**src/rtl/tdc_hit_classifier.sv**
```systemverilog
// tdc_hit_classifier: per-channel TDC leading-edge finder, particle classifier and hit FIFO; define TDC_HITCNT_EN for per-class hit counters
module tdc_hit_classifier #(
  parameter logic [4:0] CH = 5'd0,
  parameter int NTAP = 32,
  parameter int NCLASS = 3,
  parameter int FIFO_DEPTH = 16,
  parameter int CT_W = 16
) (
  input  logic              clk,
  input  logic              rst,
  input  logic [NTAP+3:0]   tap_snap,
  input  logic              snap_vld,
  output logic [NCLASS-1:0] class_hit,
  output logic              hit_rdy,
  output logic [31:0]       DataOut,
  input  logic [31:0]       DataIn,
  input  logic [7:0]        Address,
  input  logic              Read,
  input  logic              Write
);
  localparam int AW = $clog2(FIFO_DEPTH);
  localparam logic [8:0] CFG_M = 9'h100 | 9'((1 << NCLASS) - 1);
  localparam logic [63:0] WIN1_D = 64'h0000_F000;
  localparam logic [63:0] WIN2_D = 64'h0F00_0000;
  logic [CT_W-1:0] r_coarse, r_stamp;
  logic [NTAP-1:0] w_edge, r_edge;
  logic [NTAP-1:0] r_win [4];
  logic [8:0] r_cfg;
  logic [31:0] r_mem [FIFO_DEPTH];
  logic [AW-1:0] r_wp, r_rp;
  logic [6:0] r_cnt;
  logic r_ovf;
  logic [NCLASS-1:0] r_class_hit, w_cls;
  logic [31:0] r_dout, w_rdata, w_rec, w_hitcnt;
  logic [5:0] w_fine;
  logic [1:0] w_widx;
  logic [63:0] w_wx;
  logic [2:0] w_off;
  logic w_multi, w_sel, w_rd, w_wr, w_clr, w_full, w_empty, w_push, w_pop, w_unused;
  assign w_edge = {NTAP{snap_vld}} & tap_snap[NTAP:1] & tap_snap[NTAP+1:2] & tap_snap[NTAP+2:3] & ~tap_snap[NTAP+3:4];
  assign w_multi = |(r_edge & (r_edge - 1'b1));
  assign w_sel = Address[7:3] == CH;
  assign w_off = Address[2:0];
  assign w_widx = 2'(w_off - 3'd1);
  assign w_rd = Read & w_sel;
  assign w_wr = Write & w_sel & ~Read;
  assign w_clr = w_wr & (w_off == 3'd0) & DataIn[9];
  assign w_empty = r_cnt == 7'd0;
  assign w_full = r_cnt == 7'(FIFO_DEPTH);
  assign w_pop = w_rd & (w_off == 3'd5) & ~w_empty;
  assign w_push = |r_edge & r_cfg[8] & (~w_full | w_pop);
  assign w_rec = {w_multi, 4'(w_cls), w_fine, 21'(r_stamp)};
  assign w_wx = 64'(r_win[w_widx]);
  assign w_unused = ^{tap_snap[0], w_wx[63:32]};
  assign class_hit = r_class_hit;
  assign hit_rdy = ~w_empty;
  assign DataOut = r_dout;
  // Leading-edge encode and per-class window match on the stage-1 edge vector
  always_comb begin
    w_fine = '0;
    w_cls = '0;
    for (int k = NTAP - 1; k >= 0; k--) if (r_edge[k]) w_fine = 6'(k);
    for (int j = 0; j < NCLASS; j++) w_cls[j] = r_cfg[j] & |(r_edge & r_win[j]);
  end
  // Register read mux; window slots beyond NCLASS read as zero
  always_comb begin
    w_rdata = '0;
    case (w_off)
      3'd0: w_rdata = 32'(r_cfg);
      3'd1, 3'd2, 3'd3, 3'd4: w_rdata = (int'(w_widx) < NCLASS) ? w_wx[31:0] : 32'h0;
      3'd5: w_rdata = w_empty ? 32'h0 : r_mem[r_rp];
      3'd6: w_rdata = {r_ovf, 24'h0, r_cnt};
      default: w_rdata = w_hitcnt;
    endcase
  end
  // Free-running coarse counter and stage-1 edge/stamp capture
  always_ff @(posedge clk or posedge rst)
    if (rst) begin
      r_coarse <= '0;
      r_edge <= '0;
      r_stamp <= '0;
    end else begin
      r_coarse <= r_coarse + 1'b1;
      r_edge <= w_edge;
      r_stamp <= r_coarse;
    end
  // Bus-writable config and windows; a concurrent Read suppresses the write
  always_ff @(posedge clk or posedge rst)
    if (rst) begin
      r_cfg <= '0;
      r_win[0] <= '1;
      r_win[1] <= WIN1_D[NTAP-1:0];
      r_win[2] <= WIN2_D[NTAP-1:0];
      r_win[3] <= '0;
    end else if (w_wr) begin
      if (w_off == 3'd0) r_cfg <= DataIn[8:0] & CFG_M;
      if (w_off inside {[3'd1:3'd4]} && int'(w_widx) < NCLASS) r_win[w_widx] <= NTAP'(DataIn);
    end
  // FIFO pointers, occupancy and sticky overflow; a full push is only accepted alongside a pop
  always_ff @(posedge clk or posedge rst)
    if (rst) begin
      r_wp <= '0;
      r_rp <= '0;
      r_cnt <= '0;
      r_ovf <= 1'b0;
    end else if (w_clr) begin
      r_wp <= '0;
      r_rp <= '0;
      r_cnt <= '0;
      r_ovf <= 1'b0;
    end else begin
      r_wp <= r_wp + AW'(w_push);
      r_rp <= r_rp + AW'(w_pop);
      r_cnt <= r_cnt + 7'(w_push) - 7'(w_pop);
      r_ovf <= (w_wr && w_off == 3'd6) ? 1'b0 : r_ovf | (|r_edge & r_cfg[8] & w_full & ~w_pop);
    end
  // Record storage, written on accepted pushes
  always_ff @(posedge clk)
    if (w_push & ~w_clr) r_mem[r_wp] <= w_rec;
  // Stage-2 trigger pulse and registered bus read data
  always_ff @(posedge clk or posedge rst)
    if (rst) begin
      r_class_hit <= '0;
      r_dout <= '0;
    end else begin
      r_class_hit <= w_cls;
      r_dout <= w_rd ? w_rdata : 32'h0;
    end
`ifdef TDC_HITCNT_EN
  logic [7:0] r_hc [4];
  // Per-class saturating hit counters, cleared by reset or CFG[9]
  always_ff @(posedge clk or posedge rst)
    if (rst) begin
      for (int j = 0; j < 4; j++) r_hc[j] <= '0;
    end else if (w_clr) begin
      for (int j = 0; j < 4; j++) r_hc[j] <= '0;
    end else begin
      for (int j = 0; j < NCLASS; j++) if (w_cls[j] && r_hc[j] != 8'hFF) r_hc[j] <= r_hc[j] + 8'd1;
    end
  assign w_hitcnt = {r_hc[3], r_hc[2], r_hc[1], r_hc[0]};
`else
  assign w_hitcnt = 32'h0;
`endif
endmodule

```
**config.mk**
```make
export PLATFORM = sky130hd
export DESIGN_NAME = tdc_hit_classifier
export DESIGN_NICKNAME = d
export VERILOG_FILES = /design/src/rtl/tdc_hit_classifier.sv
export SDC_FILE = /design/constraint.sdc
export NUM_CORES = 1
export LEC_CHECK = 0
export CORE_MARGIN = 5
export CORE_UTILIZATION = 30
export DETAILED_ROUTE_END_ITERATION = 10
export PLACE_DENSITY_LB_ADDON = 0.08
export SLEW_MARGIN = 20
export SYNTH_ARGS = -nofsm -noshare
export SYNTH_HDL_FRONTEND = slang
export SYNTH_SLANG_ARGS = --single-unit
```
**constraint.sdc**
```tcl
create_clock -name clk -period 8.85 [get_ports clk]
set_input_delay 0.885 -clock clk [delete_from_list [all_inputs] [get_ports clk]]
set_output_delay 0.885 -clock clk [all_outputs]
set_load 0.01 [all_outputs]
```
Word level (Yosys, flattened, before mapping)

Memories as Yosys holds them, arrays and structs flattened.
Cells that the tools add are included.

Register bits: 247
Bits in writable memories: 416
Bits of input ports: 81
Output and inout bits: 36
Word-level logic and storage cells: 130
Memories kept: 1

$add $sub $neg: 7
Order comparisons: 5
Equality and inequality tests: 7
Multiplexer cells: 49
Bitwise logic cells: 32
Reductions and logical operators: 15

Memory list:

| name  | depth | width | read ports | clocked after Yosys merged registers in | wr ports | line | text |
|---|---|---|---|---|---|---|---|
| r_mem | 16    | 26    | 1          | 0                                       | 1        | 29   | `logic [31:0] r_mem [FIFO_DEPTH];` |

Operator list:

| operator                                                             | count |
|---|---|
| 32-bit AND                                                           | 8 |
| 32-bit two-way mux                                                   | 6 |
| 6-bit two-way mux                                                    | 30 |
| 32-bit OR reduction                                                  | 5 |
| 128-bit bitwise mux                                                  | 1 |
| 32-bit one-hot mux with 4 select lines                               | 1 |
| 32-bit binary-select mux with 2-bit select                           | 1 |
| 32-bit demux with 2-bit select                                       | 1 |
| 32-bit NOT                                                           | 1 |
| 32-bit by 1-bit subtractor with 32-bit output, second input constant | 1 |
| 16-bit by 1-bit adder with 16-bit output, second input constant      | 1 |
| 1-bit AND                                                            | 15 |
| 5-bit two-way mux                                                    | 2 |
| 3-bit == test, second input constant                                 | 3 |
| 4-bit by 1-bit adder with 4-bit output                               | 2 |
| 4-bit two-way mux                                                    | 2 |
| 7-bit by 1-bit adder with 7-bit output                               | 1 |
| 7-bit by 5-bit == test with 1-bit output, second input constant      | 1 |
| 7-bit zero test                                                      | 1 |
| 7-bit two-way mux                                                    | 1 |
| 7-bit by 1-bit subtractor with 7-bit output                          | 1 |
| 3-bit by 2-bit == test with 1-bit output, second input constant      | 2 |
| 5-bit zero test                                                      | 1 |
| 1-bit NOT                                                            | 5 |
| 14 further kinds                                                     | 22 |

Depth between registers and ports, before layout

Gate-level depths: netlist (run 1).

Depth in word-level cells: 32
Mapped depth: 18
Gate-level depth less buffers: 15

Worst setup path after synthesis (run 1)

No wires, ideal clock.

Path type: input -> register
From: input Address[0]
To: memory r_mem[0][0] in the netlist's numbering, enable pin
Setup time: 0.438 ns
Arrival time: 4.925 ns
Required time: 8.412 ns
Slack: 3.487 ns
Stages on the path: 11
Path buffers: 3
Cell sequence: clkbuf_1 -> clkbuf_1 -> inv_1 -> ha_1 -> nor2b_1 -> and4_1 -> clkbuf_1 -> nand2_1 -> o2111ai_1 -> or3_1 -> nor3_1

Word-level cells in the longest chain between the ends: 8
Elaborated cells between the ends (all ways): 12
Classes of those cells: 1 x eq/ne; 2 x mux; 8 x bitwise; 1 x reduce/logical

RTL lines:

| element                                   | line | text |
|---|---|---|
| start, declared                           | 17   | `input logic [7:0] Address,` |
| 3-bit == test                             | 50   | `assign w_pop = w_rd & (w_off == 3'd5) & ~w_empty;` |
| 1-bit AND (2 in series)                   | 50   |  |
| 1-bit OR                                  | 51   | `assign w_push = \|r_edge & r_cfg[8] & (~w_full \| w_pop);` |
| 1-bit AND                                 | 51   |  |
| 1-bit AND *                               | 119  | `if (w_push & ~w_clr) r_mem[r_wp] <= w_rec;` |
| 1-bit two-way mux *                       | 119  |  |
| 1-bit two-way mux (implied by the code) * | 119  |  |
| end, declared                             | 29   |  |

Mark *: on every way between the ends. The rest lies on a longest branch, timed or not.

Worst setup path in the final report (run 1)

From: input Address[0]
To: memory r_mem[0][18] in the netlist's numbering, enable pin

Same word-level chain as after synthesis.

==> run_results.csv, run 1 <==
group,metric,value,unit
route,vias,14000,
route,routed_wl,75.8,mm
sta,clock-skew-final,0.0258,ns
power,p_leak,11.5,nW
clock_tree,cts_buffers,75,
power,p_clk_frac,0.449,
sta,max_slew_margin,0.348,
floorplan,row_count,108,
setup_path,cp-start-kind,"primary input",
flow_run,drv_cap,0,
outcome,status,"finished clean",
logic_synthesis,synth_ff_type,"edfxtp_1",
layout,insertedDiodeCount,0,
floorplan,die_area,93400,sq um
route,drc,0,
grt,use_met3,0.0242,
power,netSwitchingPower,1.54,mW
layout,final_cell_mix,"edfxtp_1, dfrtp_1, mux4_2, clkdlybuf4s50_1, mux2_1",
hold_path,whs_path_depth,0,
power,powerDensity,216,nW/um^2
clock_tree,cts-resized-gates,0,
grt,grt_max_degree,103,
sta,rsz0062_at_grt,"no",
setup_path,rrSetupSlack,4.50,ns
floorplan,start_util,0.302,
route,dr.pass1.iters,6,
layout,fillCellCount,8150,
grt,grt_pass1_wl,110,mm
route,routedWlPerCell,27.0,um
sta,tns,0,ns
placed_design,dp_hpwl,47.0,mm
clock_tree,cts_setup_buffers,0,
route,ant_nets,0,
layout,drive_gt1_frac,0.233,
clock_tree,cts.sinks,647,
setup_path,worstReg2RegStart,"r_edge[8]",
sta,drv_slew,0,
setup_path,crit_type,"primary input to register",
floorplan,core_area,86800,sq um
setup_path,crit_fanout,36,
floorplan,pin_count,117,
sta,finalHoldViolations,0,
clock_tree,clk_latency,0.61,ns
layout,nets,1690,
logic_synthesis,ys_seq_area_frac,0.696,
hold_path,hp-class,"register to register",
sta,min_period,4.64,ns
clock_tree,cts.clk_slew.worst_paths,0.06,ns
power,share_comb_of_total_power,0.061,
setup_path,cp_data_required_time,9.09,ns
layout,area_delta_synth_final,18.9,%
logic_synthesis,yosysUniqueCellTypes,67,
sta,timing.fmax,0.215,GHz
power,seqPwrFrac,0.490,
clock_tree,cts-root-buf,"clkbuf_16",
sta,worstMarginPinSlew,0.977,ns
floorplan,fp.dieH,306,um
route,viasPerCell,5.00,
hold_path,worstHoldStart,"r_win[11]",
route,dr.first_iter.drc_count,989,
setup_path,rr_worst_depth,15,
clock_tree,cts_buffer_depth,3,
setup_path,critPathArrivalTime,4.88,ns
logic_synthesis,avgSynthCellArea,17.7,sq um
setup_path,r2r_end,"r_cnt[6]",
grt,met1_usage,0.218,
hold_path,worstHoldEndpoint,"r_win[11]",
clock_tree,ctsHtreeMaxLevel,3,
floorplan,die-width,306,um
power,peakVddDrop,125,uV
logic_synthesis,yosysWarnings,0,
setup_path,worstSetupEndpointType,"register",
grt,grt_overflow,0,
grt,grt_busiest_layer,"met2",
grt,antenna_found_initial,1,
clock_tree,cts_tree,"done",
power,netSwitchingFraction,0.228,
logic_synthesis,synth-seq-cells,647,
grt,grt_util_all_layers,0.161,
grt,grt_pass1_vias,15100,
sta,hold_slack,0.373,ns
logic_synthesis,syn_nets,1579,
clock_tree,postCtsHoldBufs,0,
sta,finalSetupViolations,0,
sta,post-route-period-util,0.525,
logic_synthesis,synth_edf_count,400,
placed_design,gp_congestion,0.827,
logic_synthesis,post_synth_instance_area,26200,sq um
logic_synthesis,ys_async_sr_fraction,0.382,
layout,final_common_cell,"edfxtp_1",
logic_synthesis,synth_cells,1479,
power,p_int,5.20,mW
grt,grt_util_met2,0.268,
placed_design,port-buffer-count,115,
-- stage by stage --
stage               total power, mW  cells  worst slack [ns]  area, sq um  utilization
global route                   7.02   2805              3.96        31200        0.359
detailed placement             3.78   2668              3.49        28800        0.332
finish                         6.74   2805              4.21        31200        0.359
CTS                            6.85   2805              4.14        31200        0.359
floorplan                      3.61   1479              1.24        26200            -
global placement               3.77   2668              3.52        28800        0.332
-- area by class of cell --
cell class / count / area (sq um) / share of cell area
repair buffers: 150 / 1410 / 0.0452
clock buffers: 103 / 2160 / 0.0691
flip-flops and latches: 647 / 18300 / 0.585
well taps: 1155 / 1450 / 0.0463
clock inverters: 34 / 263 / 0.00843
multi-input cells: 694 / 7570 / 0.243
inverters: 22 / 90.1 / 0.00289
-- how the worst max path moves through the flow --
stage	start	endpoint	slack, ns
3_5_place_dp	Address[0]	r_mem[0][16]	3.49
6_report	Address[0]	r_mem[0][18]	4.21
4_1_cts	Address[0]	r_mem[0][17]	4.14
3_3_place_gp	Address[0]	r_mem[0][12]	3.52
5_1_grt	Address[0]	r_mem[0][17]	3.96
2_1_floorplan	rst	DataOut[0]	1.24
-- sequential cells by signal, indices dropped and copies added (netlist names) --
| name | flops |
|---|---|
| DataOut | 32 |
| class_hit | 3 |
| r_cfg | 4 |
| r_cnt | 7 |
| r_coarse | 16 |
| r_edge | 32 |
| r_mem | 400 |
| r_ovf | 1 |
| r_rp | 4 |
| r_stamp | 16 |
| r_win | 128 |
| r_wp | 4 |
-- layer usage --
metal | part of all wire | up-vias | wire [um]
li1 | - | 6074 | -
met2 | 0.49 | 326 | 37000
met3 | 0.037 | 127 | 2800
met5 | 0 | - | 0
met4 | 0.034 | 0 | 2550
met1 | 0.44 | 7484 | 33400
-- cell usage after synthesis (8+ instances only) --
master / n / share of area
nand4_1: 13 / 0.0031
xnor2_1: 15 / 0.0050
o21ai_0: 14 / 0.0027
a22oi_1: 39 / 0.011
inv_1: 20 / 0.0029
nor3_1: 40 / 0.0076
mux4_2: 157 / 0.13
buf_1: 21 / 0.0030
clkbuf_1: 86 / 0.012
nor2_1: 66 / 0.0094
edfxtp_1: 400 / 0.46
a221oi_1: 16 / 0.0053
ha_1: 18 / 0.0086
a22o_1: 12 / 0.0040
a21oi_1: 22 / 0.0042
mux2_1: 96 / 0.041
xor2_1: 8 / 0.0027
nand2_1: 54 / 0.0077
and2_1: 10 / 0.0024
and3_1: 12 / 0.0029
nor4_1: 9 / 0.0021
dfstp_2: 40 / 0.040
dfrtp_1: 207 / 0.20
nand3_1: 15 / 0.0029
-- critical path, stage by stage --
cell,delay (ns)
buf_2,0.08
buf_4,0.57
inv_1,0.15
ha_1,0.32
nor2b_1,0.17
and4_1,0.31
nand2_1,0.29
o2111ai_1,0.33
or3_1,0.57
nor3_2,0.62
buf_4,0.53
-- power groups by stage --
stage	sequential (mW)	clock [mW]	combinational [mW]
finish	3.30	3.02	0.409
global route	3.31	3.25	0.456
CTS	3.30	3.13	0.418
detailed placement	3.36	0	0.416
global placement	3.36	0	0.409
floorplan	3.33	0	0.284
-- logic make-up after synthesis --
kind of cell,count (synthesis),share of synthesized area
muxes,257,0.178
adders and majority gates,22,0.0105
buffers and inverters,138,0.0208
AOI/OAI and AO/OA,144,0.0405
DFF,647,0.696
and+or+nand+nor,248,0.0470
xor gates and xnor gates,23,0.00768
No activity file was read; power rests on OpenSTA's default activity.
==> run 2, diff against run 1 <==
==> constraint.sdc (replaced) <==
create_clock -name clk -period 3.81 [get_ports clk]
set_input_delay 0.381 -clock clk [delete_from_list [all_inputs] [get_ports clk]]
set_output_delay 0.381 -clock clk [all_outputs]
set_load 0.01 [all_outputs]
==> run_results.csv, run 2 (same netlist as run 1, synthesis figures left out) <==
group,metric,value,unit
outcome,status,"finished clean",
setup_path,cp_data_required_time,4.34,ns
floorplan,fp.dieH,306,um
route,drc,0,
sta,finalSetupViolations,0,
placed_design,placed_cells,2739,
layout,insertedDiodeCount,0,
clock_tree,cts_buffer_depth,3,
sta,min_period,3.59,ns
floorplan,die-width,306,um
grt,antenna_found_initial,3,
setup_path,cp-startpoint,"r_edge[18]",
hold_path,hp-class,"primary input to async pin",
layout,top_regs,"r_mem x400, r_win x128",
clock_tree,cts.clk_slew.worst_paths,0.06,ns
clock_tree,cts.sinks,647,
grt,grt_pass1_wl,112,mm
sta,hold_slack,0.287,ns
layout,drive_gt1_frac,0.271,
setup_path,crit_fanout,4,
sta,max_slew_margin,0.369,
route,routedWlPerCell,26.7,um
sta,clock-skew-final,0.0217,ns
clock_tree,cts_buffers,76,
route,dr.pass1.iters,5,
setup_path,rrSetupSlack,0.22,ns
setup_path,worstSetupEndpointType,"register",
power,powerDensity,505,nW/um^2
placed_design,dp_hpwl,51.1,mm
sta,rsz0062_at_grt,"no",
grt,grt_util_all_layers,0.163,
clock_tree,clk_latency,0.61,ns
route,vias,14300,
sta,drv_slew,0,
floorplan,start_util,0.302,
route,ant_nets,0,
grt,grt_overflow,0,
sta,post-route-period-util,0.942,
floorplan,core_area,86800,sq um
layout,largest_reg_flops,400,
setup_path,worstReg2RegStart,"r_edge[18]",
placed_design,port-buffer-count,115,
setup_path,crit_type,"register to register",
floorplan,pin_count,117,
sta,finalHoldViolations,0,
sta,worstMarginPinSlew,0.947,ns
route,routed_wl,77.0,mm
setup_path,cp-start-kind,"register",
layout,area_delta_synth_final,23.0,%
floorplan,die_area,93400,sq um
grt,grt_pass1_vias,15500,
route,viasPerCell,4.95,
floorplan,row_count,108,
placed_design,gp_congestion,0.846,
setup_path,critPathArrivalTime,4.12,ns
clock_tree,ctsHtreeMaxLevel,3,
layout,nets,1764,
power,peakVddDrop,302,uV
clock_tree,postCtsHoldBufs,0,
sta,timing.fmax,0.279,GHz
power,p_leak,12.1,nW
grt,grt_max_degree,97,
layout,fillCellCount,8044,
layout,top_register,"r_mem",
layout,final_common_cell,"edfxtp_1",
clock_tree,cts-root-buf,"clkbuf_16",
clock_tree,cts_tree,"done",
flow_run,drv_cap,0,
layout,final_cell_mix,"edfxtp_1, dfrtp_1, mux4_2, clkdlybuf4s50_1, mux2_1",
layout,stdcell_count,2883,
route,dr.first_iter.drc_count,985,
run 2: changes by cell type in the layout (fill, tap and decap cells not counted), moves of 3 or more:
cell / before / now
clkinv_2: 12 / 15
buf_12: 0 / 23
nor3_2: 5 / 1
bufinv_16: 2 / 9
buf_4: 35 / 85
nor3_4: 0 / 4
run 2: routing by layer:
| layer | part of all wire | global-route usage | vias to the layer above |
|---|---|---|---|
| met5 | 0 | 0 | - |
| met4 | 0.025 | 0.0454 | 0 |
| met3 | 0.039 | 0.0248 | 102 |
| met2 | 0.51 | 0.284 | 311 |
| met1 | 0.43 | 0.214 | 7639 |
| li1 | - | - | 6228 |
run 2: repair_timing:
item,in CTS,in global routing
gates resized for setup,0,3
setup endpoints to repair,0,1
setup buffers,0,2
run 2: worst paths after layout:
path | to | cells past startpoint
setup / recovery | r_cnt[6] | 15
hold / removal | r_cnt[5] | 3
setup reg to reg | r_cnt[6] | 15
hold reg to reg | r_win[15] | 0
max in group asynchronous | r_edge[17] | 3
min in group clk | r_edge[0] | 3
run 2: critical path, cell delays in order (launching register included):
cell      delay [ns]
dfrtp_1         0.37
or4_4           0.58
nor4b_4         0.34
nand2_2         0.11
o21a_4          0.25
nand2_1         0.12
ha_1            0.14
inv_1           0.04
ha_1            0.20
fa_1            0.44
a21oi_2         0.13
o21bai_1        0.08
a21oi_1         0.15
nor2_1          0.06
or3_1           0.34
a21oi_1         0.15
run 2: cell type report:
class / count / area, sq um / share of cell area
Clock buffer: 103 / 2180 / 0.0674
Timing Repair Buffer: 223 / 2240 / 0.0696
Multi-Input combinational cell: 694 / 7610 / 0.236
Inverter: 22 / 86.3 / 0.00268
Tap cell: 1155 / 1450 / 0.0448
Sequential cell: 647 / 18300 / 0.566
Clock inverter: 39 / 454 / 0.0141
run 2: power by group:
group / leakage (nW) / switching (mW) / internal [mW] / total (mW)
Clock: 1.30 / 2.95 / 4.63 / 7.58
Combinational: 3.67 / 0.575 / 0.501 / 1.08
Sequential: 7.09 / 0.101 / 7.54 / 7.64
Total: 12.1 / 3.62 / 12.7 / 16.3
run 2: stage by stage:
step	setup slack, ns	power (mW)	setup TNS (ns)	utilization	cell area, sq um
after global routing	0.0140	17.0	0	0.372	32300
final	0.222	16.3	0	0.372	32300
after floorplan	-0.406	8.41	-62.58	-	26300
after global placement	-0.179	8.87	-0.179	0.341	29600
after detailed placement	-0.215	8.87	-0.215	0.341	29600
after CTS	0.0682	16.6	0	0.372	32200
==> run 3, diff against run 2 <==
--- a/config.mk
+++ b/config.mk
@@ -7,6 +7,7 @@
 export LEC_CHECK = 0
 export CORE_MARGIN = 5
 export CORE_UTILIZATION = 30
+export CTS_CLUSTER_SIZE = 12
 export DETAILED_ROUTE_END_ITERATION = 10
 export PLACE_DENSITY_LB_ADDON = 0.08
 export SLEW_MARGIN = 20
==> run_results.csv, run 3 (same netlist as run 1, synthesis figures left out) <==
group,metric,value,unit
placed_design,placed_cells,2739,
setup_path,timing.critical_path.slowest_cell_delay,0.58,ns
clock_tree,cts-root-buf,"clkbuf_16",
grt,grt_pass1_vias,15400,
floorplan,fp.dieH,306,um
grt,grt_util_all_layers,0.163,
floorplan,die_area,93400,sq um
clock_tree,ctsHtreeMaxLevel,3,
placed_design,dp_hpwl,51.1,mm
floorplan,pin_count,117,
layout,largest_reg_flops,400,
clock_tree,clk_latency,0.61,ns
clock_tree,cts_tree,"done",
sta,tns,0,ns
flow_run,drv_cap,0,
setup_path,crit_slowest_cell,"or4_4",
layout,area_delta_synth_final,22.8,%
route,dr.pass1.iters,6,
clock_tree,cts.clk_slew.worst_paths,0.06,ns
outcome,status,"finished clean",
floorplan,row_count,108,
route,vias,14300,
route,routedWlPerCell,26.7,um
sta,worstMarginPinSlew,1.00,ns
floorplan,core_area,86800,sq um
layout,final_cell_mix,"edfxtp_1, dfrtp_1, mux4_2, clkdlybuf4s50_1, mux2_1",
layout,fin_util,0.371,
sta,finalHoldViolations,0,
setup_path,crit_chain,"or4_4 > nor4b_4 > nand2_2 > o21a_4 > nand2_1 > ha_1 > inv_1 > ha_1 > fa_1 > a21oi_2 > o21bai_1 > a21oi_1 > nor2_1 > or3_1 > a21oi_1",
power,powerDensity,501,nW/um^2
floorplan,start_util,0.302,
route,viasPerCell,4.96,
layout,top_register,"r_mem",
sta,hold_slack,0.285,ns
sta,clock-skew-final,0.0175,ns
layout,fillCellCount,8055,
layout,drive_gt1_frac,0.269,
power,fin_total_pwr,16.1,mW
route,routed_wl,77.1,mm
sta,drv_slew,0,
power,p_leak,12.0,nW
route,ant_nets,0,
grt,antenna_found_initial,3,
sta,min_period,3.59,ns
setup_path,critPathArrivalTime,4.12,ns
setup_path,path_delay_family,"simple AND/OR/NAND/NOR gates",
clock_tree,cts.sinks,647,
setup_path,crit_type,"register to register",
clock_tree,postCtsHoldBufs,0,
layout,final_common_cell,"edfxtp_1",
sta,timing.fmax,0.279,GHz
clock_tree,cts_buffers,76,
floorplan,die-width,306,um
sta,max_slew_margin,0.333,
placed_design,place_area,29600,sq um
setup_path,cp_num_buf_inv,1,
layout,nets,1764,
setup_path,crit_fanout,4,
sta,rsz0062_at_grt,"no",
power,peakVddDrop,306,uV
placed_design,place_ws,-0.215,ns
grt,grt_overflow,0,
route,dr.first_iter.drc_count,1043,
layout,seq_area,18300,sq um
sta,post-route-period-util,0.941,
grt,grt_max_degree,97,
setup_path,worstSetupEndpointType,"register",
clock_tree,cts_buffer_depth,3,
placed_design,port-buffer-count,115,
setup_path,cp-start-kind,"register",
hold_path,hp-class,"primary input to async pin",
sta,finalSetupViolations,0,
layout,top_regs,"r_mem x400, r_win x128",
grt,grt_pass1_wl,112,mm
setup_path,cp_data_required_time,4.34,ns
layout,finalInstanceArea,32200,sq um
route,drc,0,
layout,multi_input_area,7610,sq um
layout,insertedDiodeCount,0,
placed_design,gp_congestion,0.846,
layout,stdcell_count,2883,
sta,layout_setup_ws,0.225,ns
-- run 3: power breakdown --
part / internal (mW) / total, mW / switching (mW)
clock: 4.48 / 7.40 / 2.92
combinational: 0.501 / 1.08 / 0.576
sequential: 7.54 / 7.64 / 0.101
total: 12.5 / 16.1 / 3.60
-- run 3: repair_timing --
action	in CTS	in global routing
setup endpoints to repair	0	1
buffers inserted	0	2
resized for setup	0	3
-- run 3: final cells by class --
type,count,area share
clock buffers,110,0.0691
multi-input cells,694,0.236
well taps,1155,0.0449
clock inverters,32,0.0105
flip-flops and latches,647,0.567
repair buffers,223,0.0697
inverters,22,0.00268
-- run 3: worst reg2reg max path, delay by kind of cell (launching register included) --
| kind | cells | cell delay, ns |
|---|---|---|
| AOI/OAI and AO/OA | 5 | 0.76 |
| adders and majority gates | 3 | 0.78 |
| buffers and inverters | 1 | 0.04 |
| DFF | 1 | 0.37 |
| and+or+nand+nor | 6 | 1.55 |
-- run 3: final timing paths --
kind | start | end | slack, ns | depth (start not counted)
setup / recovery | r_edge[18] | r_cnt[6] | 0.22 | 15
hold / removal | rst | r_cnt[5] | 0.28 | 3
setup reg to reg | r_edge[18] | r_cnt[6] | 0.22 | 15
hold reg to reg | r_win[7] | r_win[7] | 0.37 | 0
max in group asynchronous | rst | r_edge[17] | 2.99 | 3
min in group clk | tap_snap[1] | r_edge[0] | 0.32 | 3
-- run 3: layer usage --
metal / vias up / global-route usage / routed length (um)
met5: - / 0 / 0
met4: 0 / 0.0448 / 1750
met3: 91 / 0.0253 / 3090
met2: 313 / 0.284 / 39300
met1: 7676 / 0.214 / 32900
li1: 6229 / - / -
